==> config.mk <==
export PLATFORM = sky130hd
export DESIGN_NAME = ipsxe_floating_point_horner_seq_v1_0
export DESIGN_NICKNAME = d
export VERILOG_FILES = /design/src/rtl/ipsxe_floating_point_horner_seq_v1_0.sv
export SDC_FILE = /design/constraint.sdc
export NUM_CORES = 1
export LEC_CHECK = 0
export ABC_AREA = 1
export CAP_MARGIN = 20
export CORE_ASPECT_RATIO = 1.4
export CORE_MARGIN = 4
export CORE_UTILIZATION = 44
export DETAILED_ROUTE_END_ITERATION = 10
export GPL_ROUTABILITY_DRIVEN = 0
export HOLD_SLACK_MARGIN = 0.15
export PLACE_DENSITY = 0.75
export SLEW_MARGIN = 20
export SYNTH_ARGS = -nofsm -noshare
export SYNTH_HDL_FRONTEND = slang
export SYNTH_SLANG_ARGS = --single-unit
==> constraint.sdc <==
create_clock -name i_clk -period 1.9 [get_ports i_clk]
set_clock_uncertainty 0.1 [all_clocks]
set_input_delay 0.285 -clock i_clk [delete_from_list [all_inputs] [get_ports i_clk]]
set_output_delay 0.285 -clock i_clk [all_outputs]
set_load 0.01 [all_outputs]
==> src/rtl/ipsxe_floating_point_horner_seq_v1_0.sv <==
// Iterative Horner-scheme sequencer for polynomial approximation.
// Evaluates p(z) = c0 + z*(c1 + z*(... + z*c[N-1])) by issuing one
// multiply-add step per coefficient to an external fixed-latency MAC
// (P = Z + X*Y) and feeding each result back as the next multiplicand.
//
// Handshakes: a transfer happens on a rising clock edge where valid and
// ready are both high. A producer holds valid and its payload stable until
// that edge. On the request side this block is the consumer (o_ready).
// On the result side it is the producer (o_valid, o_result).
module ipsxe_floating_point_horner_seq_v1_0 #(
  parameter int COEF_WIDTH  = 22,
  parameter int Z_WIDTH     = 9,
  parameter int ACC_WIDTH   = 47,
  parameter int NUM_COEF    = 4,
  parameter int MAC_LATENCY = 2,
  parameter int MUL_SHIFT   = 25
) (
  input  logic                           i_clk,
  input  logic                           i_rst_n,
  input  logic                           i_valid,
  output logic                           o_ready,
  input  logic [Z_WIDTH-1:0]             i_z,
  input  logic [NUM_COEF*COEF_WIDTH-1:0] i_coefs,
  output logic                           o_mac_vld,
  output logic [COEF_WIDTH-1:0]          o_mac_x,
  output logic [Z_WIDTH-1:0]             o_mac_y,
  output logic [ACC_WIDTH-1:0]           o_mac_z,
  input  logic [ACC_WIDTH-1:0]           i_mac_p,
  output logic                           o_valid,
  input  logic                           i_ready,
  output logic [ACC_WIDTH-1:0]           o_result,
  output logic [1:0]                     o_dbg_state
);

  // Coefficient index runs N-2 down to 0; wait counter runs 0..MAC_LATENCY-1.
  localparam int K_W    = (NUM_COEF > 1) ? $clog2(NUM_COEF) : 1;
  localparam int K_INIT = (NUM_COEF > 1) ? NUM_COEF - 2 : 0;
  localparam int CNT_W  = (MAC_LATENCY > 1) ? $clog2(MAC_LATENCY) : 1;
  localparam int PAD_W  = ACC_WIDTH - COEF_WIDTH;

  typedef enum logic [1:0] {
    S_IDLE  = 2'd0,
    S_ISSUE = 2'd1,
    S_WAIT  = 2'd2,
    S_DONE  = 2'd3
  } state_t;

  state_t                         r_state;
  logic [Z_WIDTH-1:0]             r_z;
  logic [NUM_COEF*COEF_WIDTH-1:0] r_coefs;
  logic [ACC_WIDTH-1:0]           r_acc;
  logic [K_W-1:0]                 r_k;
  logic [CNT_W-1:0]               r_cnt;
  logic                           r_mac_vld;
  logic [COEF_WIDTH-1:0]          r_mac_x;
  logic [Z_WIDTH-1:0]             r_mac_y;
  logic [ACC_WIDTH-1:0]           r_mac_z;
  logic                           r_valid;
  logic [ACC_WIDTH-1:0]           r_result;

  state_t                         w_state_nxt;
  logic [Z_WIDTH-1:0]             w_z_nxt;
  logic [NUM_COEF*COEF_WIDTH-1:0] w_coefs_nxt;
  logic [ACC_WIDTH-1:0]           w_acc_nxt;
  logic [K_W-1:0]                 w_k_nxt;
  logic [CNT_W-1:0]               w_cnt_nxt;
  logic [COEF_WIDTH-1:0]          w_coef_top;
  logic [COEF_WIDTH-1:0]          w_coef_sel;

  // Highest coefficient seeds the accumulator on accept.
  assign w_coef_top = i_coefs[(NUM_COEF-1)*COEF_WIDTH +: COEF_WIDTH];

  // Next-state, accumulator, index and wait-counter updates.
  always_comb begin
    w_state_nxt = r_state;
    w_z_nxt     = r_z;
    w_coefs_nxt = r_coefs;
    w_acc_nxt   = r_acc;
    w_k_nxt     = r_k;
    w_cnt_nxt   = r_cnt;
    case (r_state)
      S_IDLE: begin
        if (i_valid) begin
          w_z_nxt     = i_z;
          w_coefs_nxt = i_coefs;
          w_acc_nxt   = {{PAD_W{1'b0}}, w_coef_top};
          w_k_nxt     = K_W'(K_INIT);
          w_state_nxt = (NUM_COEF == 1) ? S_DONE : S_ISSUE;
        end
      end
      S_ISSUE: begin
        w_cnt_nxt   = '0;
        w_state_nxt = S_WAIT;
      end
      S_WAIT: begin
        w_cnt_nxt = r_cnt + CNT_W'(1);
        // The MAC result is only trusted on the MAC_LATENCY-th cycle after issue.
        if (r_cnt == CNT_W'(MAC_LATENCY - 1)) begin
          w_acc_nxt = i_mac_p;
          if (r_k == '0) begin
            w_state_nxt = S_DONE;
          end else begin
            w_k_nxt     = r_k - K_W'(1);
            w_state_nxt = S_ISSUE;
          end
        end
      end
      S_DONE: begin
        if (i_ready) begin
          w_state_nxt = S_IDLE;
        end
      end
      default: w_state_nxt = S_IDLE;
    endcase
  end

  // Addend for the next issue: coefficient at the upcoming index.
  always_comb begin
    w_coef_sel = '0;
    for (int i = 0; i < NUM_COEF; i++) begin
      if (w_k_nxt == K_W'(i)) begin
        w_coef_sel = w_coefs_nxt[i*COEF_WIDTH +: COEF_WIDTH];
      end
    end
  end

  // State, datapath and registered output updates; reset has priority.
  always_ff @(posedge i_clk) begin
    if (!i_rst_n) begin
      r_state   <= S_IDLE;
      r_z       <= '0;
      r_coefs   <= '0;
      r_acc     <= '0;
      r_k       <= '0;
      r_cnt     <= '0;
      r_mac_vld <= 1'b0;
      r_mac_x   <= '0;
      r_mac_y   <= '0;
      r_mac_z   <= '0;
      r_valid   <= 1'b0;
      r_result  <= '0;
    end else begin
      r_state   <= w_state_nxt;
      r_z       <= w_z_nxt;
      r_coefs   <= w_coefs_nxt;
      r_acc     <= w_acc_nxt;
      r_k       <= w_k_nxt;
      r_cnt     <= w_cnt_nxt;
      // MAC operands are registered on entry to ISSUE and held otherwise.
      r_mac_vld <= (w_state_nxt == S_ISSUE);
      if (w_state_nxt == S_ISSUE) begin
        r_mac_x <= w_acc_nxt[MUL_SHIFT +: COEF_WIDTH];
        r_mac_y <= w_z_nxt;
        r_mac_z <= {{PAD_W{1'b0}}, w_coef_sel};
      end
      // Result is captured once on entry to DONE and stays put under backpressure.
      r_valid <= (w_state_nxt == S_DONE);
      if ((w_state_nxt == S_DONE) && (r_state != S_DONE)) begin
        r_result <= w_acc_nxt;
      end
    end
  end

  assign o_ready     = (r_state == S_IDLE);
  assign o_mac_vld   = r_mac_vld;
  assign o_mac_x     = r_mac_x;
  assign o_mac_y     = r_mac_y;
  assign o_mac_z     = r_mac_z;
  assign o_valid     = r_valid;
  assign o_result    = r_result;
  assign o_dbg_state = r_state;

endmodule

==> results.txt <==
- Run status: complete, but fails checks
- Violations in the final reports: setup timing
- Highest-count cells in the layout ignoring fill and taps: sky130_fd_sc_hd__nand2_1, sky130_fd_sc_hd__dfxtp_1, sky130_fd_sc_hd__clkdlybuf4s50_1
- The finished cells cover 16,080 µm².
* CP max stage delay: 380 ps
- The die is 139.2 µm wide.
- In this run, the number of DRC markers left after iteration 0 of detailed routing was 635.
* Area of the core: 23,450 µm²
- Largest net degree at the start of global routing: 63
- Overall power after layout: 21.28 mW
* Die extent in y: 191.6 µm
- Most frequent standard cell in the layout excluding fill and tap cells: sky130_fd_sc_hd__nand2_1
- Number of max-capacitance violations reported: 0
- Of the synthesized area, sequential elements account for 47.41%.
* Pins over their slew limit: 0
- Chain of cells forming the critical path: inv_4, ha_4, buf_6, buf_6, inv_2, nand4_1, o21ai_4, buf_12, inv_8, nor2_4, buf_6, nand2_1, nand2_1, nor2_1, nor2_1, nor2_1
* Final-report hold violation count: 0
- Setup violations, final: 100
- In this run the cell area of the synthesized design comes to 10,600 µm².
- Worst Hold Class: input pin to flop
- Logic pwr share: 44.4%
- Compared with the post-synthesis result, the final layout area differs by 51.76%.
- Cts bufs inserted: 25
- The routed design could run at a clock period as short as 2051 ps.
* Overall global routing resource usage: 24.13%
* Wire length of the first global-routing pass: 53,100 µm
- Most used flip-flop cell after synthesis: sky130_fd_sc_hd__dfxtp_1
- Clock network power share: 23.0%
* Count of unresolved DRC violations after routing: 0
- The count of nets left with antenna violations once routing finished came out at 0.
* Dominant delay contributor by cell family on the critical path: buffers and inverters
* Clk root buf: sky130_fd_sc_hd__clkbuf_16
* Library cell contributing the largest single delay on the critical path: sky130_fd_sc_hd__dfxtp_4
- HPWL after DPL: 23,810 µm
- The die covers 26,670 µm².
- Maximum vdd drop: 0.0006902 V
- No sink is reached through more buffers than the 3 on the longest clock path.
- CTS built an H-tree with a depth of 1.
- During synthesis, Yosys emitted a total of 0 warnings.
* Area after detailed placement: 14,230 µm²
- Critical path class: flop to flop
- Final Worst Setup Slack: -150.6 ps
- At the placement stage, the worst setup path has a slack of -378.6 ps.
* Std-Cell Rows: 66
- Average cell area after synthesis: 7.141 µm²
- Per report_power, the sequential group accounts for 32.6% of the total.
* Via count: 10,740
- Wire length after detailed routing: 34,750 µm
- STA puts the critical path data arrival time at 2370 ps.
- Clock latency on the worst-skew pair: 530 ps
- Number of top-level pins: 278
- Kind of capture point of the worst setup path: flop
* Synth area leader: sky130_fd_sc_hd__dfxtp_1
- The first detailed-routing pass took 4 iterations.
* Pwr Density: 1323 nW/µm²
- Net switching is 34.76% of the power.
- Setup repair after global routing could not meet its margin everywhere.
- After the last flow step, the layout net total stands at 1,983.
- Cell internal power was estimated by the tool at 13.88 mW.
- Routed via count divided by cell count: 4.987
- Static timing analysis puts the maximum clock frequency at 487.7 MHz.
* Startpoint type of the worst setup path: flop
- Synth Register Bits: 251
- Counting flops with a built-in enable in the synthesized netlist gives 0.
- Clock tree from TritonCTS: done
* Period Utilization, post-route: 107.9%
- Number of global-route vias before repair: 10,430
- For this run, asynchronously set or reset flops after synthesis account for 0%.
* Layout cell share with drive strength beyond 1: 17.38%
- Largest cells by area after synthesis: sky130_fd_sc_hd__dfxtp_1, sky130_fd_sc_hd__nand2_1, sky130_fd_sc_hd__nor2_1
- Counting both buffers and inverters, the worst setup path holds a total of 7.
- Starting density of the core: 45.19%
* Clock sink count: 251
- In this run the worst path has a maximum fanout of 7.
* GRT Residual Overflow: 0
- Number of port buffers: 252
* Share of the synthesized area in the top cell type: 47.41%
- Wirelength per Cell: 16.13 µm
- CTS clk-pin slew, worst paths: 60 ps
* Antenna violations before repair: 1
* Synth Instances: 1,484
- For this design the total switching power over the nets is 7.397 mW.
- Endpoint required time on the critical path: 2220 ps
* Leakage power summed over all cells: 7.447 nW
- Unique cell type count in the Yosys netlist: 31
worst paths after layout:
check	start	slack, ps	endpoint	depth (start not counted)
max	o_dbg_state[1]$_SDFF_PN0_	-150	o_mac_z[2]$_SDFFE_PN0P_	16
min	i_coefs[63]	230	r_coefs[63]$_SDFF_PN0_	3
max reg2reg	o_dbg_state[1]$_SDFF_PN0_	-150	o_mac_z[2]$_SDFFE_PN0P_	16
min reg2reg	o_result[19]$_SDFFE_PN0P_	370	o_result[19]$_SDFFE_PN0P_	2
metal layers:
metal,GRT usage (%),vias up,routed length [µm]
met5,0,-,0
met4,9.375,0,1334
met3,3.138,77,1942
met2,44.18,404,18000
met1,28.70,4938,13470
li1,-,5322,-
sequential cells by signal, indices dropped and copies added, names as in the netlist:
register,count
r_cnt,1
o_valid,1
r_k,2
o_mac_x,22
o_dbg_state,2
o_mac_y,9
o_mac_vld,1
o_result,47
r_acc,47
r_z,9
o_mac_z,22
r_coefs,88
through the flow:
step | std cells | hold slack, ps | utilization, % | setup TNS [ps]
floorplan | 1508 | 342.8 | - | -1370
global placement | 2075 | 351.6 | 60.68 | -22120
detailed placement | 2075 | 353.4 | 60.68 | -28530
CTS | 2142 | 219.6 | 66.32 | -6929
global route | 2154 | 244.9 | 68.58 | -19960
finish | 2154 | 234.2 | 68.58 | -8393
worst register-to-register path, stage by stage (launching register included):
cell and delay [ps]:
sky130_fd_sc_hd__dfxtp_4 380, sky130_fd_sc_hd__inv_4 40, sky130_fd_sc_hd__ha_4 170, sky130_fd_sc_hd__buf_6 130
sky130_fd_sc_hd__buf_6 110, sky130_fd_sc_hd__inv_2 40, sky130_fd_sc_hd__nand4_1 120, sky130_fd_sc_hd__o21ai_4 110
sky130_fd_sc_hd__buf_12 150, sky130_fd_sc_hd__inv_8 50, sky130_fd_sc_hd__nor2_4 120, sky130_fd_sc_hd__buf_6 140
sky130_fd_sc_hd__nand2_1 50, sky130_fd_sc_hd__nand2_1 60, sky130_fd_sc_hd__nor2_1 40, sky130_fd_sc_hd__nor2_1 90
sky130_fd_sc_hd__nor2_1 50
final cells by class:
class | instances | area, µm²
antenna | 1 | 2.502
sequential | 251 | 5032
inverter | 134 | 536.8
clock buffer | 37 | 750.7
tap | 306 | 382.9
multi-input combinational | 1012 | 5032
clock inverter | 5 | 56.30
fill | 1877 | 7370
timing repair buffer | 408 | 4289
cells in the mapped netlist (2+ instances only):
master and number:
sky130_fd_sc_hd__nor2_2 2, sky130_fd_sc_hd__o21bai_1 14, sky130_fd_sc_hd__a32oi_1 6, sky130_fd_sc_hd__nor2_1 238, sky130_fd_sc_hd__buf_4 25, sky130_fd_sc_hd__o21ai_0 145, sky130_fd_sc_hd__inv_1 129, sky130_fd_sc_hd__inv_2 5
sky130_fd_sc_hd__or2_2 12, sky130_fd_sc_hd__dfxtp_1 251, sky130_fd_sc_hd__mux2i_1 33, sky130_fd_sc_hd__ha_1 3, sky130_fd_sc_hd__nand3_1 54, sky130_fd_sc_hd__buf_1 6, sky130_fd_sc_hd__nand2_2 3, sky130_fd_sc_hd__o221ai_1 4
sky130_fd_sc_hd__o21a_1 9, sky130_fd_sc_hd__a22o_1 6, sky130_fd_sc_hd__buf_2 26, sky130_fd_sc_hd__clkbuf_1 54, sky130_fd_sc_hd__nand4_1 2, sky130_fd_sc_hd__a21oi_1 66, sky130_fd_sc_hd__nand2_1 383
logic make-up after synthesis:
| family | after synthesis | synth area share (%) |
|---|---|---|
| compound gates | 253 | 13.19 |
| fa+ha+maj | 3 | 0.3542 |
| buf+inv | 246 | 9.917 |
| flops | 251 | 47.41 |
| mux | 33 | 3.117 |
| other cells | 1 | 0.03539 |
| simple gates | 697 | 25.97 |
repair_timing:
item	CTS	global route
resized for setup	90	126
hold buffers	1	0
cloned	6	6
endpoints found under the setup margin	103	143
setup buffers	19	8
pin swaps	22	40
endpoints found under the hold margin	24	0
power groups by stage:
stage	sequential [mW]	clock, mW	combinational (mW)
after global placement	6.97	0	7.63
final	6.93	4.90	9.45
after detailed placement	6.99	0	7.75
after CTS	6.90	4.97	8.77
after floorplan	7.19	0	3.89
after global routing	7.02	5.15	10.2
Note: power is estimated with default switching activity, not from simulation.
